==> config.mk <==
export PLATFORM = sky130hd
export DESIGN_NAME = grant_sequencer
export DESIGN_NICKNAME = d
export VERILOG_FILES = /design/src/rtl/grant_sequencer.sv
export SDC_FILE = /design/constraint.sdc
export NUM_CORES = 1
export LEC_CHECK = 0
export CAP_MARGIN = 15
export CORE_ASPECT_RATIO = 1.1
export CORE_UTILIZATION = 46
export CTS_BUF_LIST = sky130_fd_sc_hd__clkbuf_4
export CTS_CLUSTER_SIZE = 14
export DETAILED_ROUTE_END_ITERATION = 7
export GPL_TIMING_DRIVEN = 0
export HOLD_SLACK_MARGIN = 0.03
export PLACE_DENSITY = 0.93
export SETUP_SLACK_MARGIN = 0.1
export SLEW_MARGIN = 10
export SYNTH_ARGS = -nofsm -noshare
export SYNTH_HDL_FRONTEND = slang
export SYNTH_SLANG_ARGS = --single-unit
==> constraint.sdc <==
create_clock -name clk -period 1.7 [get_ports clk]
set_input_delay 0.51 -clock clk [delete_from_list [all_inputs] [get_ports clk]]
set_output_delay 0.51 -clock clk [all_outputs]
set_load 0.02 [all_outputs]
==> src/rtl/grant_sequencer.sv <==
// Request/grant/ack service unit wrapped around an external lowest-index-wins arbiter.
// Define GRANT_TIMEOUT_EN to abandon grants that go unacknowledged for TIMEOUT cycles.
module grant_sequencer #(
  parameter int unsigned WIDTH   = 8,
  parameter int unsigned TIMEOUT = 15
) (
  input  logic             clk,
  input  logic             reset_n,
  input  logic [WIDTH-1:0] req,
  output logic [WIDTH-1:0] arb_in,
  input  logic [WIDTH-1:0] arb_out,
  output logic [WIDTH-1:0] grant,
  output logic             grant_valid,
  input  logic             ack,
  output logic             err,
  output logic [7:0]       done_count,
  output logic             timeout
);

  typedef enum logic [0:0] {StIdle, StBusy} state_e;

  state_e           r_state_q, r_state_d;
  logic [WIDTH-1:0] r_pending_q, r_pending_d;
  logic [WIDTH-1:0] r_grant_q, r_grant_d;
  logic             r_err_q, r_err_d;
  logic [7:0]       r_done_q, r_done_d;
  logic [WIDTH-1:0] w_clr;
  logic             w_onehot;

  assign w_onehot = (arb_out & (arb_out - WIDTH'(1))) == '0;

`ifdef GRANT_TIMEOUT_EN
  localparam int unsigned CntW = $clog2(TIMEOUT + 1);
  logic [CntW-1:0] r_cnt_q, r_cnt_d;
  logic            r_timeout_q, r_timeout_d;
`endif

  always_comb begin
    r_state_d = r_state_q;
    r_grant_d = r_grant_q;
    r_err_d   = r_err_q;
    r_done_d  = r_done_q;
    w_clr     = '0;
`ifdef GRANT_TIMEOUT_EN
    r_cnt_d     = r_cnt_q;
    r_timeout_d = 1'b0;
`endif
    unique case (r_state_q)
      StIdle: begin
        if (arb_out != '0) begin
          if (w_onehot) begin
            r_grant_d = arb_out;
            r_state_d = StBusy;
`ifdef GRANT_TIMEOUT_EN
            r_cnt_d   = '0;
`endif
          end else begin
            r_err_d = 1'b1;
          end
        end
      end
      StBusy: begin
        // ack has priority over an expiring timeout on the same edge
        if (ack) begin
          w_clr     = r_grant_q;
          r_grant_d = '0;
          r_done_d  = r_done_q + 8'd1;
          r_state_d = StIdle;
        end
`ifdef GRANT_TIMEOUT_EN
        else if (r_cnt_q == CntW'(TIMEOUT - 1)) begin
          r_grant_d   = '0;
          r_state_d   = StIdle;
          r_timeout_d = 1'b1;
        end else begin
          r_cnt_d = r_cnt_q + CntW'(1);
        end
`endif
      end
      default: r_state_d = StIdle;
    endcase
    // A new request on the retiring bit re-arms it
    r_pending_d = (r_pending_q & ~w_clr) | req;
  end

  always_ff @(posedge clk or negedge reset_n) begin
    if (!reset_n) begin
      r_state_q   <= StIdle;
      r_pending_q <= '0;
      r_grant_q   <= '0;
      r_err_q     <= 1'b0;
      r_done_q    <= '0;
    end else begin
      r_state_q   <= r_state_d;
      r_pending_q <= r_pending_d;
      r_grant_q   <= r_grant_d;
      r_err_q     <= r_err_d;
      r_done_q    <= r_done_d;
    end
  end

`ifdef GRANT_TIMEOUT_EN
  always_ff @(posedge clk or negedge reset_n) begin
    if (!reset_n) begin
      r_cnt_q     <= '0;
      r_timeout_q <= 1'b0;
    end else begin
      r_cnt_q     <= r_cnt_d;
      r_timeout_q <= r_timeout_d;
    end
  end
  assign timeout = r_timeout_q;
`else
  assign timeout = 1'b0;
`endif

  assign arb_in      = r_pending_q;
  assign grant       = r_grant_q;
  assign grant_valid = (r_state_q == StBusy);
  assign err         = r_err_q;
  assign done_count  = r_done_q;

endmodule
==> results of run 1 <==
==> through the flow <==
stage | cell area, µm² | util [%]
after CTS | 1800 | 70.2
final | 1810 | 70.4
after floorplan | 1290 | -
after global placement | 1750 | 68.2
after global routing | 1810 | 70.4
after detailed placement | 1750 | 68.2
==> final timing paths <==
check	from	to	slack (ns)	cells after the start
setup / recovery	arb_out[5]	grant[6]$_DFFE_PN0P_	-0.15	7
hold / removal	reset_n	arb_in[1]$_DFF_PN0_	0.18	1
setup reg to reg	grant_valid$_DFF_PN0_	grant[2]$_DFFE_PN0P_	0.11	5
hold reg to reg	done_count[7]$_DFFE_PN0P_	done_count[7]$_DFFE_PN0P_	0.48	1
max in group asynchronous	reset_n	done_count[3]$_DFFE_PN0P_	1.12	1
min in group clk	arb_out[0]	grant[0]$_DFFE_PN0P_	0.45	3
==> report_power, final <==
part | total [W] | internal (W) | switching (W)
logic | 0.000442 | 0.000195 | 0.000247
clock network | 0.000256 | 0.0000856 | 0.000171
registers | 0.000779 | 0.000697 | 0.0000816
==> area by class of cell <==
class	instances	area, µm²
plain buffers	7	60.1
fillers	207	761
flip-flops and latches	26	652
repair buffers	47	408
well taps	31	38.8
clock inverters	1	3.75
clock buffers	3	22.5
multi-input cells	82	596
inverters	7	26.3
==> cell families (layout without fill, tap and decap cells) <==
kind of cell             count (synthesis)  after routing  share of synthesized area (%)
multiplexers                             5              5                           3.92
adder cells (fa/ha/maj)                  2              2                           1.76
buffers and inverters                   14             65                           6.96
AND/OR/NAND/NOR                         46             46                           17.8
other                                    1              1                          0.294
flip-flops                              26             26                           51.0
XOR/XNOR                                 9              9                           6.18
AO/OA/AOI/OAI                           19             19                           12.1
==> layer usage <==
metal	wire length, µm	up-vias
met4	61	0
li1	-	509
met2	1730	58
met5	0	-
met1	1230	533
met3	185	9
==> what timing repair did <==
item / CTS / global route
gates resized for setup: 62 / 21
setup endpoints to repair: 48 / 35
hold endpoints to repair: 0 / 0
pin swaps: 6 / 4
setup buffers: 2 / 3
gates cloned: 0 / 0
==> state kept, by name, indices dropped and copies added (netlist names) <==
name	count
arb_in	8
done_count	8
grant	8
err	1
grant_valid	1
==> placed cells by master (no fill, tap or decap), types with 3 or more instances in the layout <==
| cell | count |
|---|---|
| nand4_1 | 3 |
| dlygate4sd2_1 | 12 |
| clkbuf_2 | 8 |
| inv_1 | 7 |
| dfrtp_1 | 25 |
| clkbuf_4 | 3 |
| mux2i_1 | 5 |
| xnor2_1 | 6 |
| nand2_1 | 24 |
| a21o_1 | 9 |
| clkdlybuf4s50_1 | 9 |
| clkdlybuf4s15_1 | 8 |
| xor2_1 | 3 |
| buf_6 | 3 |
| buf_4 | 6 |
| nor2_1 | 5 |
| buf_2 | 4 |
==> impl_metrics.py, run 1 <==
metrics = {
    "clock_tree": {
        "cts_sinks": 26,
        "cts_made_buffers": 3,
        "clock_latency_ns": 0.31,
        "cts_max_level": 1,
        "ctsHoldBuffers": 0,
        "cts-root-buf": "clkbuf_4",
        "path_clk_slew_ns": 0.13,
        "tritoncts": "done",
        "ctsLongestPathBuffers": 2,
    },
    "global_routing": {
        "global_route.usage.met3_pct": 3.20,
        "gr-usage-met2_pct": 44.1,
        "grt_busiest_layer": "met2",
        "grtUsageTotal_pct": 22.0,
        "grt_max_degree": 27,
        "grtUsageMet1_pct": 23.1,
        "grt_pass1_vias": 1142,
        "antenna_found_initial": 0,
        "grt_pass1_wl_um": 4910,
        "grt_overflow": 0,
    },
    "pwr": {
        "power_density_nw_per_um2": 817,
        "ir_drop_v": 0.000510,
        "power_w": 0.00148,
        "p_leak_nw": 0.800,
    },
    "run": {
        "drv_cap": 0,
    },
    "sta": {
        "timing.slew.headroom_pct": 61.8,
        "hold_viol": 0,
        "fin_tns_setup_ns": -1.05,
        "fmax_ghz": 0.541,
        "worst_pin_slew_ns": 0.573,
        "finalCritPeriodShare_pct": 109,
        "rsz0062_at_grt": "yes",
        "post-route-min-period_ns": 1.85,
        "whs_ns": 0.178,
        "finalSetupViolations": 9,
        "fin_worst_skew_ns": 0.00218,
        "setup_ws_ns": -0.150,
        "slew_viol_final": 0,
    },
    "worst_setup_path": {
        "timing.setup.critical_path_class": "input port to flop",
        "cp_slowest_cell": "or4_4",
        "start_kind": "input port",
        "cp.required_ns": 1.90,
        "cp_max_fo": 4,
        "max_stage_delay_ns": 0.49,
        "cp-end-kind": "flop",
        "cp_top_family": "simple AND/OR/NAND/NOR gates",
        "critPathBufInv": 2,
        "crit_chain": "buf_8, buf_4, or4_4, o221a_2, o21a_4, nor4_2, o2bb2ai_1",
        "cp_data_arrival_time_ns": 2.05,
    },
    "finish": {
        "syn_to_final_growth_pct": 41.6,
        "drive_gt1_share_pct": 23.1,
        "fin_cells": 204,
        "finalNetCount": 194,
        "antennaDiodeCount": 0,
    },
    "logic_synthesis": {
        "synth_edf_count": 0,
        "synth_top_cell_area_share_pct": 51.0,
        "synthArstFlopShare_pct": 100,
        "synth_fp_nets": 142,
        "synth_top_cells_by_area": "dfrtp_1, nand2_1, a21o_1",
        "synthesis.area_um2": 1280,
        "ys.flop_type": "dfrtp_1",
        "yosysUniqueCellTypes": 40,
        "synthCells": 122,
        "seq_area_frac_synth_pct": 51.0,
        "ys_warn_count": 0,
        "synthTopCellsByCount": "dfrtp_1, nand2_1, a21o_1",
        "ys_seq_elements": 26,
        "yosysTopAreaCell": "dfrtp_1",
        "yosysMostFrequentCell": "dfrtp_1",
        "syn_area_per_cell_um2": 10.5,
    },
    "placement": {
        "dp_cells": 195,
        "numPortBuffers": 42,
        "gp_congestion": 0.826,
        "dpl.hpwl_um": 2270,
        "place_ws_ns": -0.870,
    },
    "routing": {
        "dr.pass1.iters": 5,
        "drc": 0,
        "routedWlPerCell_um": 15.7,
        "vias": 1109,
        "first_iter_violations": 23,
        "routed_wl_um": 3200,
        "via_per_inst": 5.44,
        "antenna_left": 0,
    },
    "floorplan": {
        "die_y_um": 57.2,
        "die-width_um": 52.2,
        "start_util_pct": 49.7,
        "fp.dieArea_um2": 2990,
        "io_pins": 46,
        "core_area_um2": 2570,
        "num_rows": 19,
    },
    "worst_hold_path": {
        "hold_class": "input port to asynchronous set/reset pin",
    },
    "outcome": {
        "violations": "negative setup slack",
        "status": "finished, violations left",
    },
}
Power figures use the tool's default switching activity.
==> inputs of run 2 (changes only) <==
--- a/config.mk
+++ b/config.mk
@@ -6,14 +6,14 @@
 export NUM_CORES = 1
 export LEC_CHECK = 0
 export CAP_MARGIN = 15
-export CORE_ASPECT_RATIO = 1.1
-export CORE_UTILIZATION = 46
+export CORE_ASPECT_RATIO = 0.9
+export CORE_UTILIZATION = 49
 export CTS_BUF_LIST = sky130_fd_sc_hd__clkbuf_4
 export CTS_CLUSTER_SIZE = 14
 export DETAILED_ROUTE_END_ITERATION = 7
 export GPL_TIMING_DRIVEN = 0
 export HOLD_SLACK_MARGIN = 0.03
-export PLACE_DENSITY = 0.93
+export PLACE_DENSITY = 0.95
 export SETUP_SLACK_MARGIN = 0.1
 export SLEW_MARGIN = 10
 export SYNTH_ARGS = -nofsm -noshare
==> constraint.sdc (replaced) <==
create_clock -name clk -period 2.2 [get_ports clk]
set_input_delay 0.66 -clock clk [delete_from_list [all_inputs] [get_ports clk]]
set_output_delay 0.66 -clock clk [all_outputs]
set_load 0.02 [all_outputs]
==> run 2 against run 1 <==
Effect of this change:
- the run now ends clean
- critical endpoint is now grant[5]$_DFFE_PN0P_
- clock-buffer cell count stayed put
- sequential power is 23% lower
- wire length is 4.5% lower
- critical path type unchanged
- sequential share of layout area is 0.18 points higher
- die area is 5.9% lower
- combinational power is 15% lower
- total power is 21% lower
- register-to-register slack better by 0.14 ns
- core utilization is 2.3 points higher
- global-route usage is 1.1 points higher
==> impl_metrics.py, run 2 (same netlist as run 1, synthesis figures left out) <==
metrics = {
    "outcome": {
        "status": "finished, final reports clean",
    },
    "routing": {
        "antenna_left": 0,
        "via_per_inst": 5.51,
        "drc": 0,
        "vias": 1097,
        "routedWlPerCell_um": 15.4,
        "dr.pass1.iters": 4,
        "first_iter_violations": 21,
        "routed_wl_um": 3060,
    },
    "clock_tree": {
        "cts_made_buffers": 3,
        "ctsLongestPathBuffers": 2,
        "cts-root-buf": "clkbuf_4",
        "clock_latency_ns": 0.33,
        "cts_sinks": 26,
        "cts_max_level": 1,
        "path_clk_slew_ns": 0.13,
        "tritoncts": "done",
    },
    "worst_setup_path": {
        "max_stage_delay_ns": 0.33,
        "timing.setup.critical_path_class": "input port to flop",
        "start_kind": "input port",
        "critPathBufInv": 2,
        "cp_top_family": "simple AND/OR/NAND/NOR gates",
        "reg2reg_slack_ns": 0.25,
        "cp_data_arrival_time_ns": 2.36,
        "crit_chain": "dlygate4sd2_1, or2_2, or2_4, and4bb_1, a311o_1, buf_6, mux2i_1",
        "r2r-start": "grant_valid$_DFF_PN0_",
        "cp.required_ns": 2.45,
        "cp-end-kind": "flop",
        "r2r_cells": 5,
        "cp_max_fo": 7,
        "worstReg2RegEnd": "arb_in[1]$_DFF_PN0_",
        "crit_start": "arb_out[1]",
        "cp_slowest_cell": "and4bb_1",
    },
    "floorplan": {
        "core_area_um2": 2470,
        "start_util_pct": 51.7,
        "fp.dieArea_um2": 2810,
        "die_y_um": 50.4,
        "die-width_um": 55.8,
        "io_pins": 46,
        "num_rows": 17,
    },
    "global_routing": {
        "grt_pass1_wl_um": 4970,
        "antenna_found_initial": 0,
        "grt_overflow": 0,
        "grt_max_degree": 27,
        "grtUsageTotal_pct": 23.0,
        "grt_pass1_vias": 1143,
    },
    "pwr": {
        "power_density_nw_per_um2": 654,
        "power_w": 0.00117,
        "ir_drop_v": 0.000480,
        "internal-power_w": 0.000787,
        "p_sw_w": 0.000387,
        "power_frac_comb_pct": 31.9,
        "pwr-share-seq_pct": 51.0,
        "pwr-share-clk_pct": 17.1,
        "p_sw_share_pct": 33.0,
        "p_leak_nw": 0.840,
    },
    "sta": {
        "rsz0062_at_grt": "yes",
        "finalSetupViolations": 0,
        "fin_worst_skew_ns": 0.00711,
        "worst_pin_slew_ns": 0.567,
        "timing.slew.headroom_pct": 62.2,
        "finalCritPeriodShare_pct": 95.8,
        "post-route-min-period_ns": 2.11,
        "fmax_ghz": 0.475,
        "slew_viol_final": 0,
        "hold_viol": 0,
    },
    "finish": {
        "finalNetCount": 193,
        "syn_to_final_growth_pct": 40.6,
        "final_common_cell": "clkdlybuf4s50_1",
        "antennaDiodeCount": 0,
        "drive_gt1_share_pct": 14.6,
        "final_cell_mix": "clkdlybuf4s50_1, dfrtp_1, nand2_1",
        "fin_cells": 199,
    },
    "placement": {
        "dpl.hpwl_um": 2170,
        "dp_cells": 192,
        "gp_congestion": 0.849,
        "numPortBuffers": 42,
    },
    "run": {
        "drv_cap": 0,
    },
    "worst_hold_path": {
        "hold_class": "input port to asynchronous set/reset pin",
    },
}
run 2: cell count changes in the layout (fill, tap and decap cells not counted), moves of 3 or more:
cell and delta:
clkdlybuf4s15_1 -8, dlygate4sd2_1 -11, clkbuf_2 -5, clkdlybuf4s50_1 +23
dlymetal6s2s_1 +3
run 2: repair_timing:
item / in CTS / in global routing
hold buffers: 0 / 0
pin swaps: 4 / 2
endpoints found under the setup margin: 10 / 10
buffers inserted: 2 / 2
resized for setup: 15 / 8
run 2: area by class of cell:
class	instances	area [µm²]
fillers	175	673
plain buffers	7	62.6
inverters	7	26.3
flip-flops and latches	26	651
well taps	28	35.0
multi-input cells	82	563
clock buffers	3	22.5
repair buffers	46	434
run 2: power by group through the flow:
stage                     Combinational (W)  Clock (W)  Sequential [W]
after CTS                          0.000380   0.000205        0.000600
after global routing               0.000399   0.000225        0.000609
after detailed placement           0.000377          0        0.000609
after global placement             0.000358          0        0.000605
final                              0.000375   0.000201        0.000599
after floorplan                    0.000106          0        0.000675
run 2: through the flow:
step	setup WS [ns]	hold WS, ns	utilization, %	TNS [ns]	cell area, µm²
after floorplan	0.133	0.364	-	0	1280
after global routing	0.0753	0.345	72.7	0	1790
after detailed placement	-0.529	0.465	70.2	-4.44	1730
after global placement	-0.435	0.457	70.2	-3.81	1730
final	0.0933	0.308	72.7	0	1790
after CTS	0.116	0.483	72.3	0	1780
run 2: how the worst max path moves through the flow:
| stage | to | slack [ns] | cells after the start |
|---|---|---|---|
| 2_1_floorplan | grant[0]$_DFFE_PN0P_ | 0.13 | 6 |
| 3_3_place_gp | grant[2]$_DFFE_PN0P_ | -0.43 | 7 |
| 3_5_place_dp | grant[5]$_DFFE_PN0P_ | -0.53 | 7 |
| 4_1_cts | grant[5]$_DFFE_PN0P_ | 0.12 | 7 |
| 5_1_grt | grant[5]$_DFFE_PN0P_ | 0.08 | 7 |
| 6_report | grant[5]$_DFFE_PN0P_ | 0.09 | 7 |
run 2: metal layers:
| layer | GRT usage, % | routed length (µm) |
|---|---|---|
| met4 | 9.58 | 54 |
| met5 | 0 | 0 |
| met2 | 41.0 | 1580 |
| met3 | 7.99 | 208 |
| met1 | 25.2 | 1210 |
